<file path="src/rtl/pc_next_unit_if.sv">
// Bus between the PC stage and its neighbours: redirect requests in, fetch address and status out.
interface pc_next_unit_if #(
  parameter int WIDTH = 32
);
  logic             stall;
  logic             branch_taken;
  logic [WIDTH-1:0] branch_pc_plus4;
  logic [WIDTH-1:0] branch_offset;
  logic             jump;
  logic [25:0]      jump_index;
  logic             jr;
  logic [WIDTH-1:0] jr_addr;
  logic [WIDTH-1:0] pc;
  logic [WIDTH-1:0] pc_plus4;
  logic             flush;
  logic             misalign;

  modport master (
    output stall, branch_taken, branch_pc_plus4, branch_offset,
           jump, jump_index, jr, jr_addr,
    input  pc, pc_plus4, flush, misalign
  );

  modport slave (
    input  stall, branch_taken, branch_pc_plus4, branch_offset,
           jump, jump_index, jr, jr_addr,
    output pc, pc_plus4, flush, misalign
  );
endinterface

</file>
<file path="src/rtl/pc_next_unit.sv">
// PC register with branch/jump/JR redirect, stall-deferred redirects and a one-cycle flush pulse.
// Optional macro PC_MISALIGN_CHK_EN: reject misaligned JR targets and report them on misalign.
module pc_next_unit #(
  parameter int               WIDTH    = 32,
  parameter logic [WIDTH-1:0] RESET_PC = 32'hBFC0_0000
) (
  input logic          clk,
  input logic          rst,
  pc_next_unit_if.slave bus
);

  typedef enum logic [0:0] {RUN, PEND} state_t;

  state_t           state_q, state_d;
  logic [WIDTH-1:0] pc_q, pc_d;
  logic [WIDTH-1:0] pend_q, pend_d;
  logic             flush_q, flush_d;
  logic             req;
  logic [WIDTH-1:0] jr_target;
  logic [WIDTH-1:0] target;

`ifdef PC_MISALIGN_CHK_EN
  logic pend_jr_q, pend_jr_d;
  logic misalign_q;
  logic reject;
  logic target_bad;
  logic pend_bad;

  assign jr_target  = bus.jr_addr;
  assign target_bad = bus.jr && (bus.jr_addr[1:0] != 2'b00);
  assign pend_bad   = pend_jr_q && (pend_q[1:0] != 2'b00);
`else
  assign jr_target  = bus.jr_addr & ~WIDTH'(3);
`endif

  assign req = bus.jr | bus.jump | bus.branch_taken;

  always_comb begin
    target = bus.branch_pc_plus4 + bus.branch_offset;
    if (bus.jr) begin
      target = jr_target;
    end else if (bus.jump) begin
      target = {bus.branch_pc_plus4[WIDTH-1:28], bus.jump_index, 2'b00};
    end
  end

  // A redirect seen in PEND is dropped: the older one wins, and any request
  // arriving on the release cycle comes from an instruction being flushed.
  always_comb begin
    state_d = state_q;
    pc_d    = pc_q;
    pend_d  = pend_q;
    flush_d = 1'b0;
`ifdef PC_MISALIGN_CHK_EN
    pend_jr_d = pend_jr_q;
    reject    = 1'b0;
`endif
    case (state_q)
      RUN: begin
        if (!bus.stall) begin
          if (req) begin
`ifdef PC_MISALIGN_CHK_EN
            if (target_bad) begin
              reject = 1'b1;
            end else begin
              pc_d    = target;
              flush_d = 1'b1;
            end
`else
            pc_d    = target;
            flush_d = 1'b1;
`endif
          end else begin
            pc_d = pc_q + WIDTH'(4);
          end
        end else if (req) begin
          pend_d  = target;
          state_d = PEND;
`ifdef PC_MISALIGN_CHK_EN
          pend_jr_d = bus.jr;
`endif
        end
      end
      PEND: begin
        if (!bus.stall) begin
          state_d = RUN;
`ifdef PC_MISALIGN_CHK_EN
          if (pend_bad) begin
            reject = 1'b1;
          end else begin
            pc_d    = pend_q;
            flush_d = 1'b1;
          end
`else
          pc_d    = pend_q;
          flush_d = 1'b1;
`endif
        end
      end
      default: state_d = RUN;
    endcase
  end

  always_ff @(posedge clk) begin
    if (rst) begin
      state_q <= RUN;
      pc_q    <= RESET_PC;
      pend_q  <= '0;
      flush_q <= 1'b0;
    end else begin
      state_q <= state_d;
      pc_q    <= pc_d;
      pend_q  <= pend_d;
      flush_q <= flush_d;
    end
  end

`ifdef PC_MISALIGN_CHK_EN
  always_ff @(posedge clk) begin
    if (rst) begin
      pend_jr_q  <= 1'b0;
      misalign_q <= 1'b0;
    end else begin
      pend_jr_q  <= pend_jr_d;
      misalign_q <= reject;
    end
  end

  assign bus.misalign = misalign_q;
`else
  assign bus.misalign = 1'b0;
`endif

  assign bus.pc       = pc_q;
  assign bus.pc_plus4 = pc_q + WIDTH'(4);
  assign bus.flush    = flush_q;

endmodule

</file>
<file path="src/flat_wrapper.sv">
// flat-port wrapper written by rule: the top's interface ports become plain ports
module pc_next_unit_flat 
#(
  parameter int               WIDTH    = 32,
  parameter logic [WIDTH-1:0] RESET_PC = 32'hBFC0_0000
)
  (clk, rst, bus_stall, bus_branch_taken, bus_branch_pc_plus4, bus_branch_offset, bus_jump, bus_jump_index, bus_jr, bus_jr_addr, bus_pc, bus_pc_plus4, bus_flush, bus_misalign);
  pc_next_unit_if #(.WIDTH(WIDTH)) bus_i ();
  input logic clk;
  input logic rst;
  input wire logic [$bits(bus_i.stall)-1:0] bus_stall;
  input wire logic [$bits(bus_i.branch_taken)-1:0] bus_branch_taken;
  input wire logic [$bits(bus_i.branch_pc_plus4)-1:0] bus_branch_pc_plus4;
  input wire logic [$bits(bus_i.branch_offset)-1:0] bus_branch_offset;
  input wire logic [$bits(bus_i.jump)-1:0] bus_jump;
  input wire logic [$bits(bus_i.jump_index)-1:0] bus_jump_index;
  input wire logic [$bits(bus_i.jr)-1:0] bus_jr;
  input wire logic [$bits(bus_i.jr_addr)-1:0] bus_jr_addr;
  output wire logic [$bits(bus_i.pc)-1:0] bus_pc;
  output wire logic [$bits(bus_i.pc_plus4)-1:0] bus_pc_plus4;
  output wire logic [$bits(bus_i.flush)-1:0] bus_flush;
  output wire logic [$bits(bus_i.misalign)-1:0] bus_misalign;
  assign bus_i.stall = bus_stall;
  assign bus_i.branch_taken = bus_branch_taken;
  assign bus_i.branch_pc_plus4 = bus_branch_pc_plus4;
  assign bus_i.branch_offset = bus_branch_offset;
  assign bus_i.jump = bus_jump;
  assign bus_i.jump_index = bus_jump_index;
  assign bus_i.jr = bus_jr;
  assign bus_i.jr_addr = bus_jr_addr;
  assign bus_pc = bus_i.pc;
  assign bus_pc_plus4 = bus_i.pc_plus4;
  assign bus_flush = bus_i.flush;
  assign bus_misalign = bus_i.misalign;
  pc_next_unit #(.WIDTH(WIDTH), .RESET_PC(RESET_PC)) u_core (.clk(clk), .rst(rst), .bus(bus_i));
endmodule
</file>
<file path="config.mk">
export PLATFORM = sky130hd
export DESIGN_NAME = pc_next_unit_flat
export DESIGN_NICKNAME = d
export VERILOG_FILES = /design/src/rtl/pc_next_unit_if.sv /design/src/rtl/pc_next_unit.sv /design/src/flat_wrapper.sv
export SDC_FILE = /design/constraint.sdc
export NUM_CORES = 1
export LEC_CHECK = 0
export BUFFER_PORTS_ARGS = -buffer_cell sky130_fd_sc_hd__buf_2
export CAP_MARGIN = 10
export CORE_ASPECT_RATIO = 1.2
export CORE_MARGIN = 2
export CORE_UTILIZATION = 52
export CTS_CLUSTER_DIAMETER = 40
export DETAILED_ROUTE_END_ITERATION = 6
export PLACE_DENSITY_LB_ADDON = 0.3
export SYNTH_ARGS = -nofsm -noshare
export SYNTH_HDL_FRONTEND = slang
export SYNTH_SLANG_ARGS = --single-unit
</file>
<file path="constraint.sdc">
create_clock -name clk -period 3.6 [get_ports clk]
set_clock_uncertainty 0.2 [all_clocks]
set_input_delay 0 -clock clk [delete_from_list [all_inputs] [get_ports clk]]
set_output_delay 0 -clock clk [all_outputs]
set_load 0.1 [all_outputs]
</file>
; ---- Yosys cells after proc, flatten, opt, wreduce, memory -nomap -nowiden
; Index checks and enable logic that the tools add are counted.
[word_totals]
ff_bits = 66
in_bits = 128
output_inout_bits = 66
wordCells = 26
[op_classes]
add_sub_neg = 2
eq_ne = 2
mux = 13
n_bitwise = 3
n_reduce_logical = 2
[ops]
columns = op, count
row1 = two-way mux 32 bit, 5
row2 = case mux 32 bit (2 select lines), 1
row3 = "adder 32 x 3 -> 32 bit, second input constant", 1
row4 = adder 32 bit, 1
row5 = two-way mux 1 bit, 5
row6 = "inequality test 2 bit, second input constant", 2
row7 = case mux 1 bit (2 select lines), 2
row8 = AND reduction 3 bit, 1
row9 = bitwise OR 1 bit, 2
row10 = AND reduction 2 bit, 1
row11 = inverter 1 bit, 1

; ---- Logic depth before layout (Yosys ltp)
[depth]
ltp_word = 6
ltp_mapped = 12
ltp_nobuf = 12

; ---- Worst setup path after synthesis
; OpenSTA, ideal clock, no wires.
[synth_path]
path_kind = register -> register
start = register u_core.pc_q[2], in the netlist u_core.bus.pc[2]
end = register u_core.pc_q[25], in the netlist u_core.bus.pc[25]
setup_ps = 77
t_arrival_ps = 4963
t_required_ps = 3323
setup_slack_ps = -1640
path_stages_with_launch = 9
path_buffers = 0
synth_period_minus_slack_ps = 5240
path_cell_list = dfxtp_1 -> inv_1 -> nor3_1 -> nand4_1 -> nor2_1 -> nand4_1 -> xnor2_1 -> a221oi_1 -> a31oi_1
[synth_via]
elab_chain_len = 4
[synth_lines]
columns = element, line_no
row1 = start: declaration, pc_next_unit.sv:15  ; logic [WIDTH-1:0] pc_q, pc_d;
row2 = start signal: assignment, pc_next_unit.sv:112  ; pc_q <= pc_d;
row3 = adder 32 x 3 -> 32 bit, --
row4 = net bus_pc_plus4[25], flat_wrapper.sv:20  ; output wire logic [$bits(bus_i.pc_plus4)-1:0] bus_pc_plus4;
row5 = two-way mux 32 bit, pc_next_unit.sv:61  ; if (req) begin
row6 = two-way mux 32 bit, pc_next_unit.sv:60  ; if (!bus.stall) begin
row7 = case mux 32 bit (2 select lines), pc_next_unit.sv:58  ; case (state_q)
; The timed path passes the listed nets, and every way through them passes these cells. The select of a mux whose other input is x is not followed.
; A chain may end at the register's enable or synchronous reset.

; ---- Worst setup path after layout
[layout_path]
start = register u_core.pc_q[17], in the netlist u_core.bus.pc[17]
end = register u_core.pc_q[25], in the netlist u_core.bus.pc[25]
[layout_via]
elab_chain_len = 4
[layout_lines]
columns = element, line_no
row1 = adder 32 x 3 -> 32 bit, pc_next_unit.sv:74  ; pc_d = pc_q + WIDTH'(4);
row2 = two-way mux 32 bit, pc_next_unit.sv:61
row3 = two-way mux 32 bit, pc_next_unit.sv:60
row4 = case mux 32 bit (2 select lines), pc_next_unit.sv:58
; Every way passes these cells. The select of a mux whose other input is x is not followed.

==> run_summary.xml <==
<?xml version="1.0" encoding="UTF-8"?>
<metrics>
  <group name="worst_setup_path">
    <metric name="worst_reg2reg_startpoint" unit="">u_core.bus.pc[17]$_SDFFE_PP0P_</metric>
    <metric name="reg2regPathDepth" unit="">9</metric>
    <metric name="critical_path.most_common_cell" unit="">inv_1</metric>
    <metric name="timing.critical_path.fanout_max" unit="">6</metric>
    <metric name="worstSetupStartpointType" unit="">register</metric>
    <metric name="critPathArrivalTime" unit="ns">3.26</metric>
    <metric name="reg2reg_setup_slack" unit="ns">0.36</metric>
    <metric name="crit_path_top_delay_cell" unit="">nor4_1</metric>
    <metric name="path_cells" unit="">inv_1 &gt; nor4_1 &gt; nand3_1 &gt; inv_1 &gt; nand4_1 &gt; xnor2_4 &gt; a221oi_1 &gt; a31oi_1 &gt; dlygate4sd3_1</metric>
    <metric name="crit_path_end_kind" unit="">register</metric>
    <metric name="crit_required" unit="ns">3.62</metric>
    <metric name="critical_setup_path_kind" unit="">reg2reg</metric>
    <metric name="critical_path.max_stage_delay" unit="ns">0.58</metric>
    <metric name="r2r_end" unit="">u_core.bus.pc[25]$_SDFFE_PP1P_</metric>
  </group>
  <group name="min_path">
    <metric name="holdCritStartpoint" unit="">bus_jr_addr[16]</metric>
    <metric name="whs_endpoint" unit="">u_core.pend_q[16]$_SDFFE_PP0P_</metric>
    <metric name="holdCritPathClass" unit="">in2reg</metric>
    <metric name="hold-path-cell-count" unit="">4</metric>
  </group>
  <group name="yosys">
    <metric name="synth_largest_area_cell" unit="">dfxtp_1</metric>
    <metric name="netlist_area" unit="mm2">0.00573</metric>
    <metric name="syn-instance-count" unit="">775</metric>
    <metric name="synth-async-reset-ratio" unit="%">0</metric>
    <metric name="synth_area_per_cell" unit="um2">7.39</metric>
    <metric name="synth_enable_flop_cells" unit="">0</metric>
    <metric name="synth_nets" unit="">936</metric>
    <metric name="dominantRegCellSynth" unit="">dfxtp_1</metric>
    <metric name="number_of_warnings_reported_in_the_yosys_synthesis_log" unit="">0</metric>
    <metric name="synth.top_cells.by_area" unit="">dfxtp_1 23%, ha_1 7.0%, nand2_1 6.2%</metric>
    <metric name="yosysUniqueCellTypes" unit="">71</metric>
    <metric name="synth.top_cell.area_share" unit="%">23.1</metric>
    <metric name="number_of_synthesized_register_bits" unit="">66</metric>
    <metric name="synth_seq_area_share" unit="%">23.1</metric>
  </group>
  <group name="final_layout">
    <metric name="layout_net_count" unit="">1142</metric>
    <metric name="diodes" unit="">0</metric>
    <metric name="flow.area_growth_from_synthesis" unit="%">36.7</metric>
    <metric name="n_fill_cell" unit="">828</metric>
    <metric name="drive_above_1_share" unit="%">28.0</metric>
    <metric name="finish.utilization" unit="%">73.7</metric>
  </group>
  <group name="pwr">
    <metric name="net-switching-power" unit="mW">1.32</metric>
    <metric name="p_sw_share" unit="%">42.4</metric>
    <metric name="pwr-share-seq" unit="%">27.5</metric>
    <metric name="power.density" unit="mW/mm2">399</metric>
    <metric name="p_clk_share" unit="%">28.9</metric>
    <metric name="comb_power_share" unit="%">43.6</metric>
    <metric name="total_leakage_power" unit="nW">3.45</metric>
    <metric name="internal_power" unit="mW">1.80</metric>
    <metric name="worst_ir_drop_vdd" unit="V">0.000273</metric>
  </group>
  <group name="grt">
    <metric name="grt_use_met1" unit="%">41.5</metric>
    <metric name="global_route.peak_usage_layer" unit="">met2</metric>
    <metric name="grt_start_max_net_pins" unit="">60</metric>
    <metric name="grt_use_met3" unit="%">4.81</metric>
    <metric name="first_global_vias" unit="">6574</metric>
    <metric name="track_usage" unit="%">32.8</metric>
    <metric name="global_route.overflow_total" unit="">0</metric>
    <metric name="grt_use_met2" unit="%">53.5</metric>
    <metric name="grt_pass1_wl" unit="mm">31.8</metric>
    <metric name="antenna_violations_before_repair" unit="">0</metric>
  </group>
  <group name="floorplanning">
    <metric name="die_w" unit="um">99.8</metric>
    <metric name="core_area" unit="mm2">0.0106</metric>
    <metric name="chipHeight" unit="um">119</metric>
    <metric name="floorplan.io_pins" unit="">194</metric>
    <metric name="start_util" unit="%">53.9</metric>
    <metric name="total_number_of_placement_rows" unit="">41</metric>
    <metric name="dieArea" unit="mm2">0.0119</metric>
  </group>
  <group name="detailed_routing">
    <metric name="drt-pass1-iter-count" unit="">5</metric>
    <metric name="drc" unit="">0</metric>
    <metric name="drt_first_iter_violations" unit="">589</metric>
    <metric name="wl_per_cell" unit="um">17.8</metric>
    <metric name="detailed_route_vias_per_instance" unit="">6.19</metric>
    <metric name="postRouteAntennaNets" unit="">0</metric>
    <metric name="routed-via-count" unit="">6904</metric>
    <metric name="totalWireLength" unit="mm">19.9</metric>
  </group>
  <group name="clocking">
    <metric name="cts.root.buffer_cell" unit="">clkbuf_16</metric>
    <metric name="cts_sinks" unit="">66</metric>
    <metric name="cts-buffers-inserted" unit="">9</metric>
    <metric name="cts_max_level" unit="">3</metric>
    <metric name="cts_max_path_buffers" unit="">2</metric>
    <metric name="clock_latency" unit="ns">0.34</metric>
    <metric name="tritoncts" unit="">built</metric>
    <metric name="path_clk_slew" unit="ns">0.05</metric>
  </group>
  <group name="timing">
    <metric name="unrepaired_setup_endpoints_after_global_routing" unit="">no</metric>
    <metric name="hold_viol" unit="">0</metric>
    <metric name="finalCritPeriodShare" unit="%">90.0</metric>
    <metric name="final_slew_violations" unit="">0</metric>
    <metric name="post-route-worst-setup-slack" unit="ns">0.359</metric>
    <metric name="final_period_minus_worst_setup_slack" unit="ns">3.24</metric>
    <metric name="max_clock_freq" unit="MHz">309</metric>
    <metric name="report.final.setup_viol" unit="">0</metric>
    <metric name="worst_case_headroom_to_the_max_slew_limit" unit="%">39.3</metric>
    <metric name="worstMarginPinSlew" unit="ns">0.908</metric>
  </group>
  <group name="placed_design">
    <metric name="detailedPlacementHpwl" unit="mm">13.5</metric>
    <metric name="place.gp.congestion" unit="">0.973</metric>
    <metric name="port_buffers" unit="">190</metric>
    <metric name="place_ws" unit="ns">0.592</metric>
  </group>
  <group name="status">
    <metric name="status" unit="">complete, no violations</metric>
  </group>
  <group name="flow_run">
    <metric name="timing.max_cap.violations" unit="">0</metric>
  </group>
</metrics>
==> flip-flops by register name, indices dropped and copies added (netlist names) <==
name              flops
u_core.bus.pc        32
u_core.pend_q        32
u_core.bus.flush      1
u_core.state_q        1
==> through the flow <==
step	cell area (um2)	TNS [ns]	std cells	power [mW]	hold WS, ns
floorplan	6090	-0.183	775	1.89	-0.00596
global placement	7050	0	1052	2.14	0.161
detailed placement	7050	0	1052	2.15	0.170
CTS	7830	0	1115	3.09	0.00262
global route	7830	0	1115	3.24	0.0526
finish	7830	0	1115	3.12	0.0134
==> synth_stat cells, types with 7 or more instances <==
cell type   n
clkbuf_1   33
nand2_1    95
nand3b_1   10
o21ai_0    27
nor2_1     65
or3_1       7
dfxtp_1    66
nor3_1     22
a21o_1     13
nand3_1    20
a221oi_1   39
o22ai_1    10
a211oi_1    9
o211ai_1   12
nand2b_1   11
a31oi_1     9
ha_1       32
o21a_1     17
a21oi_1    69
o21bai_1    8
inv_1      29
nor2b_1    10
nand4_1    11
xnor2_1    36
xor2_1     11
==> critical path: cells and delay by family (launching register included) <==
kind	cells	cell delay, ns
xor+xnor	1	0.20
flops	1	0.32
simple gates	3	1.05
buf+inv	3	0.85
compound gates	2	0.50
==> cell families after synthesis <==
kind of cell    share of synthesized area (%)
other cells                            0.0655
mux                                      1.25
flops                                    23.1
fa+ha+maj                                7.34
simple gates                             23.9
buf+inv                                  6.25
compound gates                           31.0
xor+xnor                                 7.19
==> power groups by stage <==
| stage | Sequential (mW) | Combinational [mW] | Clock (mW) |
|---|---|---|---|
| 3_3_place_gp | 0.870 | 1.27 | 0 |
| 5_1_grt | 0.867 | 1.44 | 0.935 |
| 3_5_place_dp | 0.872 | 1.28 | 0 |
| 4_1_cts | 0.858 | 1.33 | 0.900 |
| 2_1_floorplan | 1.08 | 0.805 | 0 |
| 6_report | 0.860 | 1.36 | 0.902 |
==> what timing repair did <==
item                                    4_1_cts  5_1_grt
setup buffers                                 0        0
endpoints found under the setup margin        0        0
endpoints found under the hold margin        49        0
hold buffers                                 47        0
gates resized for setup                       0        0
==> cell type report <==
| cell class | count | area, um2 | share of cell area (%) |
|---|---|---|---|
| repair buffers | 248 | 1500 | 19.2 |
| clock inverters | 2 | 35.0 | 0.448 |
| inverters | 30 | 116 | 1.49 |
| clock buffers | 14 | 274 | 3.50 |
| flip-flops and latches | 66 | 1330 | 17.0 |
| multi-input cells | 626 | 4400 | 56.3 |
| well taps | 129 | 161 | 2.06 |
==> layer usage <==
metal / wire, um / vias up
met5: 0 / -
met4: 897 / 0
met3: 1710 / 76
met2: 9290 / 405
met1: 7990 / 3152
li1: - / 3271
==> cell usage in the layout (no fill, tap or decap), drive strengths merged, types with 10 or more instances in the layout <==
| cell type | instances |
|---|---|
| a221oi | 40 |
| dlygate4sd3 | 47 |
| a211oi | 10 |
| nand2b | 12 |
| xor2 | 11 |
| dfxtp | 66 |
| nand3 | 20 |
| a21oi | 73 |
| inv | 29 |
| o211ai | 12 |
| nor2 | 65 |
| clkbuf | 14 |
| o21a | 17 |
| xnor2 | 36 |
| nand2 | 95 |
| buf | 201 |
| ha | 32 |
| nor3 | 24 |
| o21ai | 34 |
| nor2b | 10 |
| o22ai | 10 |
| nand3b | 10 |
| a21o | 14 |
| nand4 | 11 |
==> worst max path at each step <==
stage,end,slack [ns],cells after the start,start
2_1_floorplan,u_core.bus.pc[25]$_SDFFE_PP1P_,-0.07,8,u_core.bus.pc[2]$_SDFFE_PP0P_
3_3_place_gp,u_core.bus.pc[10]$_SDFFE_PP0P_,0.67,13,bus_branch_offset[0]
3_5_place_dp,u_core.bus.pc[10]$_SDFFE_PP0P_,0.59,13,bus_branch_offset[0]
4_1_cts,u_core.pend_q[22]$_SDFFE_PP0P_,0.50,14,bus_branch_offset[0]
5_1_grt,u_core.pend_q[18]$_SDFFE_PP0P_,0.03,14,bus_branch_pc_plus4[0]
6_report,u_core.bus.pc[25]$_SDFFE_PP1P_,0.36,9,u_core.bus.pc[17]$_SDFFE_PP0P_
Note: power is estimated with default switching activity, not from simulation.
